[config.mk]
export PLATFORM = sky130hd
export DESIGN_NAME = word_assembler
export DESIGN_NICKNAME = d
export VERILOG_FILES = /design/src/rtl/word_assembler_pkg.sv /design/src/rtl/word_idle_timer.sv /design/src/rtl/word_assembler.sv
export SDC_FILE = /design/constraint.sdc
export NUM_CORES = 1
export LEC_CHECK = 0
export CAP_MARGIN = 0
export CORE_MARGIN = 2
export CORE_UTILIZATION = 45
export DETAILED_ROUTE_END_ITERATION = 12
export DONT_BUFFER_PORTS = 1
export GPL_ROUTABILITY_DRIVEN = 0
export HOLD_SLACK_MARGIN = 0.12
export SYNTH_ARGS = -nofsm -noshare
export SYNTH_HDL_FRONTEND = slang
export SYNTH_HIERARCHICAL = 1
export SYNTH_SLANG_ARGS = --single-unit
[constraint.sdc]
create_clock -name clk -period 3.9 [get_ports clk]
set_clock_uncertainty 0.1 [all_clocks]
set_input_delay 0.39 -clock clk [delete_from_list [all_inputs] [get_ports clk]]
set_output_delay 0.39 -clock clk [all_outputs]
set_load 0.02 [all_outputs]
[src/rtl/word_assembler_pkg.sv]
// Shared types and helpers for the byte-to-word assembler.
package word_assembler_pkg;

  localparam int BYTE_W = 8;

  typedef enum logic {COLLECT, WRITE} state_t;

  // Never returns 0, so a depth of 1 still yields a legal 1-bit vector.
  function automatic int addr_width(input int count);
    return (count > 1) ? $clog2(count) : 1;
  endfunction

endpackage

[src/rtl/word_idle_timer.sv]
// Idle-cycle counter for partial words; saturates at TIMEOUT_CYCLES-1 and reports expiry.
module word_idle_timer
  import word_assembler_pkg::*;
#(
  parameter int TIMEOUT_CYCLES = 1000000
) (
  input  logic clk,
  input  logic reset,
  input  logic clear,
  input  logic armed,
  output logic expired
);

  localparam int            CW   = addr_width(TIMEOUT_CYCLES);
  localparam logic [CW-1:0] LAST = CW'(TIMEOUT_CYCLES - 1);

  logic [CW-1:0] cnt;

  always_ff @(posedge clk) begin
    if (reset || clear || !armed) cnt <= '0;
    else if (cnt != LAST)         cnt <= cnt + 1'b1;
  end

  assign expired = armed && (cnt == LAST);

endmodule

[src/rtl/word_assembler.sv]
// Collects BYTES_PER_WORD bytes into a word and writes it to the frame buffer.
// Optional partial-word timeout is built when WORD_TIMEOUT_EN is defined.
module word_assembler
  import word_assembler_pkg::*;
#(
  parameter int PIXEL_COUNT    = 172800,
  parameter int BYTES_PER_WORD = 3,
  parameter int LSB_FIRST      = 1,
  parameter int TIMEOUT_CYCLES = 1000000
) (
  input  logic                               clk,
  input  logic                               reset,
  input  logic                               tx_ready,
  input  logic [BYTE_W-1:0]                  data_in,
  output logic                               enable_flag,
  output logic [BYTE_W*BYTES_PER_WORD-1:0]   data_ram,
  output logic [addr_width(PIXEL_COUNT)-1:0] address,
  output logic                               frame_done,
  output logic                               timeout_flag
);

  localparam int            AW        = addr_width(PIXEL_COUNT);
  localparam int            CW        = addr_width(BYTES_PER_WORD);
  localparam logic [AW-1:0] LAST_ADDR = AW'(PIXEL_COUNT - 1);
  localparam logic [CW-1:0] LAST_BYTE = CW'(BYTES_PER_WORD - 1);

  state_t                                   state;
  logic [CW-1:0]                            byte_cnt;
  logic [BYTES_PER_WORD-1:0][BYTE_W-1:0]    shreg;
  logic [BYTES_PER_WORD-1:0][BYTE_W-1:0]    word_nxt;
  logic [AW-1:0]                            addr_nxt;
  logic                                     last_byte;
  logic                                     expired;

  // Word as it stands after this cycle's byte lands in its slot.
  for (genvar k = 0; k < BYTES_PER_WORD; k++) begin : g_slot
    localparam int POS = (LSB_FIRST != 0) ? k : BYTES_PER_WORD - 1 - k;
    assign word_nxt[POS] = (byte_cnt == CW'(k)) ? data_in : shreg[POS];
  end

  assign last_byte   = tx_ready && (byte_cnt == LAST_BYTE);
  assign enable_flag = (state == WRITE);

  // Address seen during the next cycle; advances only as a WRITE cycle ends.
  always_comb begin
    addr_nxt = address;
    if (state == WRITE) addr_nxt = (address >= LAST_ADDR) ? '0 : address + 1'b1;
  end

  always_ff @(posedge clk) begin
    if (reset) begin
      state      <= COLLECT;
      byte_cnt   <= '0;
      shreg      <= '0;
      address    <= '0;
      data_ram   <= '0;
      frame_done <= 1'b0;
    end else begin
      state      <= last_byte ? WRITE : COLLECT;
      frame_done <= last_byte && (addr_nxt == LAST_ADDR);
      address    <= addr_nxt;
      if (tx_ready) begin
        shreg <= word_nxt;
        if (last_byte) begin
          byte_cnt <= '0;
          data_ram <= word_nxt;
        end else begin
          byte_cnt <= byte_cnt + 1'b1;
        end
      end else if (expired) begin
        byte_cnt <= '0;
      end
    end
  end

`ifdef WORD_TIMEOUT_EN
  word_idle_timer #(.TIMEOUT_CYCLES(TIMEOUT_CYCLES)) u_idle_timer (
    .clk     (clk),
    .reset   (reset),
    .clear   (tx_ready),
    .armed   (byte_cnt != '0),
    .expired (expired)
  );

  // An arriving byte beats an expiry in the same cycle.
  always_ff @(posedge clk) begin
    if (reset) timeout_flag <= 1'b0;
    else       timeout_flag <= !tx_ready && expired;
  end
`else
  assign expired      = 1'b0;
  assign timeout_flag = 1'b0;
`endif

endmodule

; Word level (Yosys, flattened, before mapping)
; Cells that the tools add are included.
[totals]
ff_bits = 70
inputBits = 11
word_cells = 25
[op_classes]
addsub = 2
n_lt_le_gt_ge = 1
eq_ne = 3
n_mux = 7
reduce_logical = 4
[ops]
columns = cell, count
row1 = $mux 18, 2
row2 = $mux 8, 3
row3 = $add 18x1->18 const B, 1
row4 = $eq 18x18->1 const B, 1
row5 = $ge 18x18->1 const B, 1
row6 = $add 2x1->2 const B, 1
row7 = $eq 2x1->1 const B, 1
row8 = $eq 2x2->1 const B, 1
row9 = $logic_and 1x1->1, 2
row10 = $logic_not 2->1, 1
row11 = $mux 2, 1
row12 = $reduce_and 2->1, 1
row13 = $mux 1, 1

; Depth between registers and ports, before layout
; Gate-level depths: netlist of run 1.
[logic_depth]
ltp_word = 5
mapped_depth = 7
ltp_nobuf = 6

; Worst setup path after synthesis of run 1
; No wires, ideal clock.
[synth_path]
path_kind = flip-flop to flip-flop
start = register address[0]
end = register frame_done
setup_time_ns = 0.121
t_arrival_ns = 2.115
required_ns = 3.679
setup_slack_ns = 1.563
path_stages_with_launch = 7
synth_period_minus_slack_ns = 2.337
path_cell_list = dfxtp_1 > ha_1 > nand3_1 > or4_1 > or4_1 > nand3_1 > nor4_2
[synth_between]
elab_chain_cells = 5
[synth_rtl]
columns = element, line
row1 = "start, declared", word_assembler.sv:17  ; output logic [addr_width(PIXEL_COUNT)-1:0] address,
row2 = "start signal, assigned", word_assembler.sv:61  ; address <= addr_nxt;
row3 = $add 18x1->18 or $ge 18x18->1 (tied branches), word_assembler.sv:47  ; if (state == WRITE) addr_nxt = (address >= LAST_ADDR) ? '0 : address + 1'b1;
row4 = $mux 18, word_assembler.sv:47
row5 = $mux 18 (*), word_assembler.sv:47
row6 = $eq 18x18->1 (*), word_assembler.sv:60  ; frame_done <= last_byte && (addr_nxt == LAST_ADDR);
row7 = $logic_and 1x1->1 (*), word_assembler.sv:60
row8 = "end signal, assigned", word_assembler.sv:60
row9 = "end, declared", word_assembler.sv:18  ; output logic frame_done,
; Mark *: on every way between the ends. The rest lies on a longest branch, timed or not.
; A chain may end at the register's enable or synchronous reset.

; Worst setup path after layout of run 1
[layout_path]
start = register state (netlist: enable_flag)
end = register frame_done
[layout_between]
elab_chain_cells = 3
[layout_rtl]
columns = element, line
row1 = "start, declared", word_assembler.sv:27  ; state_t state;
row2 = "start signal, assigned", word_assembler.sv:59  ; state <= last_byte ? WRITE : COLLECT;
row3 = $mux 18, word_assembler.sv:47
row4 = $eq 18x18->1, word_assembler.sv:60
row5 = $logic_and 1x1->1, word_assembler.sv:60
; No other way between the ends.

==> impl_metrics.toml, run 1 <==
[logic_synthesis]
synth_top_cells_by_area = "dfxtp_1, nand2_1, mux2i_1, a21oi_1, nor2_1"
synthMuxAreaShare_pct = 6.95
ys_ff_latch = 62
syn-cell-area_um2 = 2590
synth.net_count = 320
yosys.area.top_type_share_pct = 47.9
synth_edf_count = 0
synth_top_cell_by_area = "dfxtp_1"
synth_compound_area_share_pct = 9.51
syn_avg_cell_area_um2 = 8.42
synth-xor-area-share_pct = 4.73
synth_flop_cell = "dfxtp_1"
synth_top_family_by_area = "simple AND/OR/NAND/NOR gates"
yosys.area_share.simple_pct = 25.6
yosysWarnings = 6
yosysSeqAreaShare_pct = 47.9
synthArstFlopShare_pct = 0
yosysUniqueCellTypes = 39
synth_cells = 308
yosys.area_share.adder_pct = 0.483

[route]
drc = 0
antenna_left = 0
dr_wl_met2_um = 2870
m1WireLength_um = 2390
dr.max_layer_used = "met4"
post_drt_wl_per_cell_um = 14.9
wl_um = 5740
via_count = 2055
drt_iter0_markers = 73
first_pass_iters = 4
met3WireLength_um = 379
via_per_inst = 5.32

[sta]
fin_crit_ns = 2.58
timing.final.ws_setup_ns = 1.32
maxSlewViolCount = 0
fmax_mhz = 388
maxSlewHeadroom_pct = 31.2
rsz0062_at_grt = "false"
tns_ns = 0
tightest_slew_ns = 1.03
hold_viol_final = 0
finalSetupViolations = 0
finalCritPeriodShare_pct = 66.1

[die]
die_h_um = 79.9
core_um2 = 5540
io_pins = 56
row_count = 27
die_x_um = 79.9
design.die.area_um2 = 6380
initial_core_util_pct = 46.8

[worst_setup_path]
r2r_setup_slack_ns = 1.32
slowest_delay_ns = 0.70
reg2reg_to = "frame_done$_SDFF_PP0_"
worstPathArrival_ns = 2.72
crit_chain = "nand3_2, or3_1, a211oi_1, or4b_4, nor4_2"
reg2reg_depth = 5
cp_slowest_cell = "dfxtp_1"
endpoint = "frame_done$_SDFF_PP0_"
required_ns = 4.05
worstSetupPathType = "reg -> reg"
endpoint_kind = "flop"
startpoint_type = "flop"
reg2reg_from = "enable_flag$_SDFF_PP0_"
crit_path_start = "enable_flag$_SDFF_PP0_"
critPathMaxFanout = 12

[final_layout]
fin_nets = 323
fill_cells = 532
drive_above_1_share_pct = 7.01
diodes = 0
area_growth_pct = 13.1

[clocking]
cts_num_sinks = 62
cts-root-buf = "clkbuf_8"
h-tree-depth = 3
cts_buffers = 9
post-cts-setup-buffers = 0
clockBufferDepth = 2
worstSkewPairLatency_ns = 0.34
cts_tree = "built"
cts_resized = 0
cts.clk_slew.worst_paths_ns = 0.06

[global_route]
overflow = 0
grtUsageTotal_pct = 20.3
grt_pass1_wl_um = 9890
antenna_found_initial = 0
grt_max_degree = 44
grt_pass1_vias = 2036

[run]
cap_viol_max_count = 0

[power]
p_per_area_nw_per_um2 = 452
worst_ir_drop_vdd_uv = 314
p_leak_nw = 1.06

[status]
status = "finished clean"

[worst_hold_path]
hp-class = "in -> reg"

[placed_design]
io_buffers = 0
hpwl_um = 3770
place_ws_ns = 1.35
flip-flops by register name (all words and copies together), names as in the netlist:
signal	flops
enable_flag	1
address	18
data_ram	24
shreg	16
byte_cnt	2
frame_done	1
cell usage after synthesis (3+ instances only):
cell type	instances
dfxtp_1	62
nor4_1	4
xnor2_1	10
o21ai_0	4
clkbuf_1	15
mux2i_1	18
xor2_1	4
a21oi_1	33
nor2_1	40
inv_1	7
nor3_1	5
nand3_1	4
or4_1	3
nand2_1	60
or3_1	3
nand4_1	6
worst min-delay path by stage:
stage,from,end,slack (ns),cells after the start
global route,tx_ready,byte_cnt[1]$_SDFFE_PP0P_,0.15,3
finish,tx_ready,byte_cnt[1]$_SDFFE_PP0P_,0.15,3
CTS,data_in[2],shreg[2]$_SDFFE_PP0P_,0.12,2
floorplan,shreg[0]$_SDFFE_PP0P_,data_ram[0]$_SDFFE_PP0P_,0.33,2
global placement,shreg[5]$_SDFFE_PP0P_,data_ram[5]$_SDFFE_PP0P_,0.34,2
detailed placement,shreg[15]$_SDFFE_PP0P_,data_ram[15]$_SDFFE_PP0P_,0.34,2
repair_timing:
item                                   CTS  global route
hold buffers                            10             1
setup endpoints to repair                0             0
endpoints found under the hold margin   43             1
metrics by stage:
step	area (µm²)	hold WS, ns	std cells	utilization, %	power, W
2_1_floorplan	2590	0.331	308	-	0.000711
6_report	2930	0.151	386	52.9	0.00133
5_1_grt	2930	0.149	386	52.9	0.00138
3_5_place_dp	2600	0.338	361	47.0	0.000712
3_3_place_gp	2600	0.339	361	47.0	0.000711
4_1_cts	2920	0.121	385	52.8	0.00134
layout by cell type (no fill, tap or decap), drive strengths merged:
| master | n |
|---|---|
| a211oi | 2 |
| o21ai | 4 |
| and4b | 1 |
| and3b | 1 |
| nor2 | 40 |
| a21oi | 33 |
| dfxtp | 62 |
| inv | 7 |
| conb | 1 |
| dlygate4sd3 | 10 |
| or4 | 3 |
| mux2i | 18 |
| xor2 | 4 |
| nand3b | 2 |
| ha | 1 |
| nand2 | 60 |
| clkbuf | 10 |
| nand4 | 7 |
| nor4 | 6 |
| nor3 | 5 |
| o21bai | 1 |
| o211a | 1 |
| buf | 3 |
| or4b | 1 |
| nand4b | 2 |
| nand2b | 2 |
| o22ai | 2 |
| or3 | 3 |
| o22a | 1 |
| bufinv | 2 |
| clkinv | 1 |
| and3 | 1 |
| nand3 | 5 |
| o31ai | 1 |
| clkinvlp | 1 |
| xnor2 | 10 |
final cells by class:
type,instances,area (µm²),share of cell area [%]
flip-flops and latches,62,1240,42.3
multi-input cells,218,1230,41.9
clock inverters,4,72.6,2.47
repair buffers,13,135,4.61
well taps,72,90.1,3.07
clock buffers,10,138,4.69
inverters,7,26.3,0.896
report_power, final:
group          internal, W  switching, W  leakage (nW)
sequential        0.000646     0.0000114         0.502
combinational    0.0000262     0.0000331         0.455
clock             0.000369      0.000240         0.104
cells by family (layout without fill, tap and decap cells):
group	count (synthesis)	after routing
compound gates	45	45
xor+xnor	14	14
fa+ha+maj	1	1
buf+inv	28	34
flops	62	62
mux	18	18
other cells	1	1
simple gates	139	139
worst max-delay path: cells and delay by family (launching register included):
family          cells  cell delay [ns]
compound gates      1             0.22
simple gates        4             1.47
flops               1             0.70
layer usage:
layer  global-route usage [%]  vias to the layer above
met5                        0                        -
met1                     22.7                      940
met3                     8.03                       14
met4                     8.47                        0
li1                         -                     1041
met2                     34.1                       60
(Power assumes the default switching activity.)
==> run 2, diff against run 1 <==
==> constraint.sdc (replaced) <==
create_clock -name clk -period 2.4 [get_ports clk]
set_clock_uncertainty 0.1 [all_clocks]
set_input_delay 0.24 -clock clk [delete_from_list [all_inputs] [get_ports clk]]
set_output_delay 0.24 -clock clk [all_outputs]
set_load 0.02 [all_outputs]
==> run 2 against run 1 <==
Effect of this change: largest cell class unchanged; wire length rose by 7.5%; combinational power increased by 79%; non-clock buffer count increased by 21.
==> impl_metrics.toml, run 2 (synthesis results as in run 1) <==
[status]
status = "finished clean"

[clocking]
cts-root-buf = "clkbuf_8"
h-tree-depth = 3
worstSkewPairLatency_ns = 0.34
cts_resized = 0
cts_hold_buffers = 13
post-cts-setup-buffers = 0
cts.clk_slew.worst_paths_ns = 0.07
cts_buffers = 9
cts_num_sinks = 62
cts_tree = "built"
clockBufferDepth = 2

[die]
io_pins = 56
die_h_um = 79.9
row_count = 27
initial_core_util_pct = 46.8
design.die.area_um2 = 6380
die_x_um = 79.9
core_um2 = 5540

[worst_setup_path]
startpoint_type = "flop"
critPathMaxFanout = 5
crit_chain = "ha_1, nand3_1, or4_1, or4_1, nand3_1, nor4_2"
worstPathArrival_ns = 2.33
endpoint_kind = "flop"
worstSetupPathType = "reg -> reg"
reg2reg_depth = 6
reg2reg_from = "address[0]$_SDFF_PP0_"
required_ns = 2.53
critical_path.top_delay_family = "simple AND/OR/NAND/NOR gates"
critPathBufInv = 0
slowest_delay_ns = 0.59
cp_slowest_cell = "or4_1"
reg2reg_to = "frame_done$_SDFF_PP0_"
r2r_setup_slack_ns = 0.20

[placed_design]
dp.cells = 380
hpwl_um = 4100
io_buffers = 0
place_ws_ns = 0.206
place_area_um2 = 2750

[final_layout]
drive_above_1_share_pct = 12.8
diodes = 0
regMostFlops = "data_ram"
final_cell_mix = "dfxtp_1, nand2_1, nor2_1, a21oi_1, buf_4"
area_growth_pct = 19.4
final_cells = 409
reg_top3 = "data_ram x24, address x18, shreg x16"
fin_area_um2 = 3090
largest_reg_flops = 24
final_common_cell = "dfxtp_1"
fin_nets = 344

[global_route]
grtUsageTotal_pct = 21.2
grt_max_degree = 44
antenna_found_initial = 0
overflow = 0
grt_pass1_wl_um = 10500
grt_pass1_vias = 2121

[route]
via_per_inst = 5.27
antenna_left = 0
drc = 0
drt_iter0_markers = 87
post_drt_wl_per_cell_um = 15.1
wl_um = 6160
via_count = 2154
first_pass_iters = 5

[sta]
tightest_slew_ns = 0.576
tns_ns = 0
rsz0062_at_grt = "false"
maxSlewHeadroom_pct = 61.5
fin_crit_ns = 2.20
fmax_mhz = 455
maxSlewViolCount = 0
finalCritPeriodShare_pct = 91.6
hold_viol_final = 0
finalSetupViolations = 0
timing.final.ws_setup_ns = 0.201

[run]
cap_viol_max_count = 0

[worst_hold_path]
hold_end = "frame_done$_SDFF_PP0_"
hold_path.startpoint = "reset"
hp-class = "in -> reg"
hold_depth = 3

[power]
p_per_area_nw_per_um2 = 685
worst_ir_drop_vdd_uv = 372
p_leak_nw = 1.16
[run 2: per-stage QoR]
step           utilization [%]  total power [W]  hold WS (ns)
6_report                  55.8          0.00212         0.164
5_1_grt                   55.8          0.00221         0.172
4_1_cts                   55.8          0.00215         0.145
3_5_place_dp              49.5          0.00116         0.215
3_3_place_gp              49.5          0.00116         0.215
2_1_floorplan                -          0.00116         0.276
[run 2: worst max path at each step]
| stage | startpoint | endpoint | slack, ns | depth (start not counted) |
|---|---|---|---|---|
| after floorplan | address[0]$_SDFF_PP0_ | frame_done$_SDFF_PP0_ | 0.06 | 6 |
| after global routing | address[1]$_SDFF_PP0_ | frame_done$_SDFF_PP0_ | 0.05 | 6 |
| after CTS | address[0]$_SDFF_PP0_ | frame_done$_SDFF_PP0_ | 0.19 | 6 |
| after global placement | address[0]$_SDFF_PP0_ | frame_done$_SDFF_PP0_ | 0.26 | 6 |
| after detailed placement | address[0]$_SDFF_PP0_ | frame_done$_SDFF_PP0_ | 0.21 | 6 |
| final | address[0]$_SDFF_PP0_ | frame_done$_SDFF_PP0_ | 0.20 | 6 |
[run 2: layout make-up]
class	count	area (µm²)
clock buffers	11	151
repair buffers	34	298
well taps	72	90.1
clock inverters	5	57.6
multi-input cells	218	1230
flip-flops and latches	62	1240
fillers	534	2450
inverters	7	26.3
[run 2: per-layer routing]
layer | GRT usage [%] | up-vias | share of wire, %
met5 | 0 | - | 0
met4 | 12.9 | 0 | 1.6
met3 | 4.86 | 12 | 6.0
met2 | 34.5 | 57 | 50
met1 | 25.3 | 1000 | 43
li1 | - | 1085 | -
[run 2: power breakdown]
group / total (W) / internal (W) / switching [W]
Sequential: 0.00107 / 0.00105 / 0.0000161
Combinational: 0.000106 / 0.0000466 / 0.0000594
Clock: 0.000949 / 0.000534 / 0.000415
[run 2: tightest hold or removal path: stages]
cell,delay [ns]
o22a_1,0.14
or4b_4,0.14
nor4_2,0.04
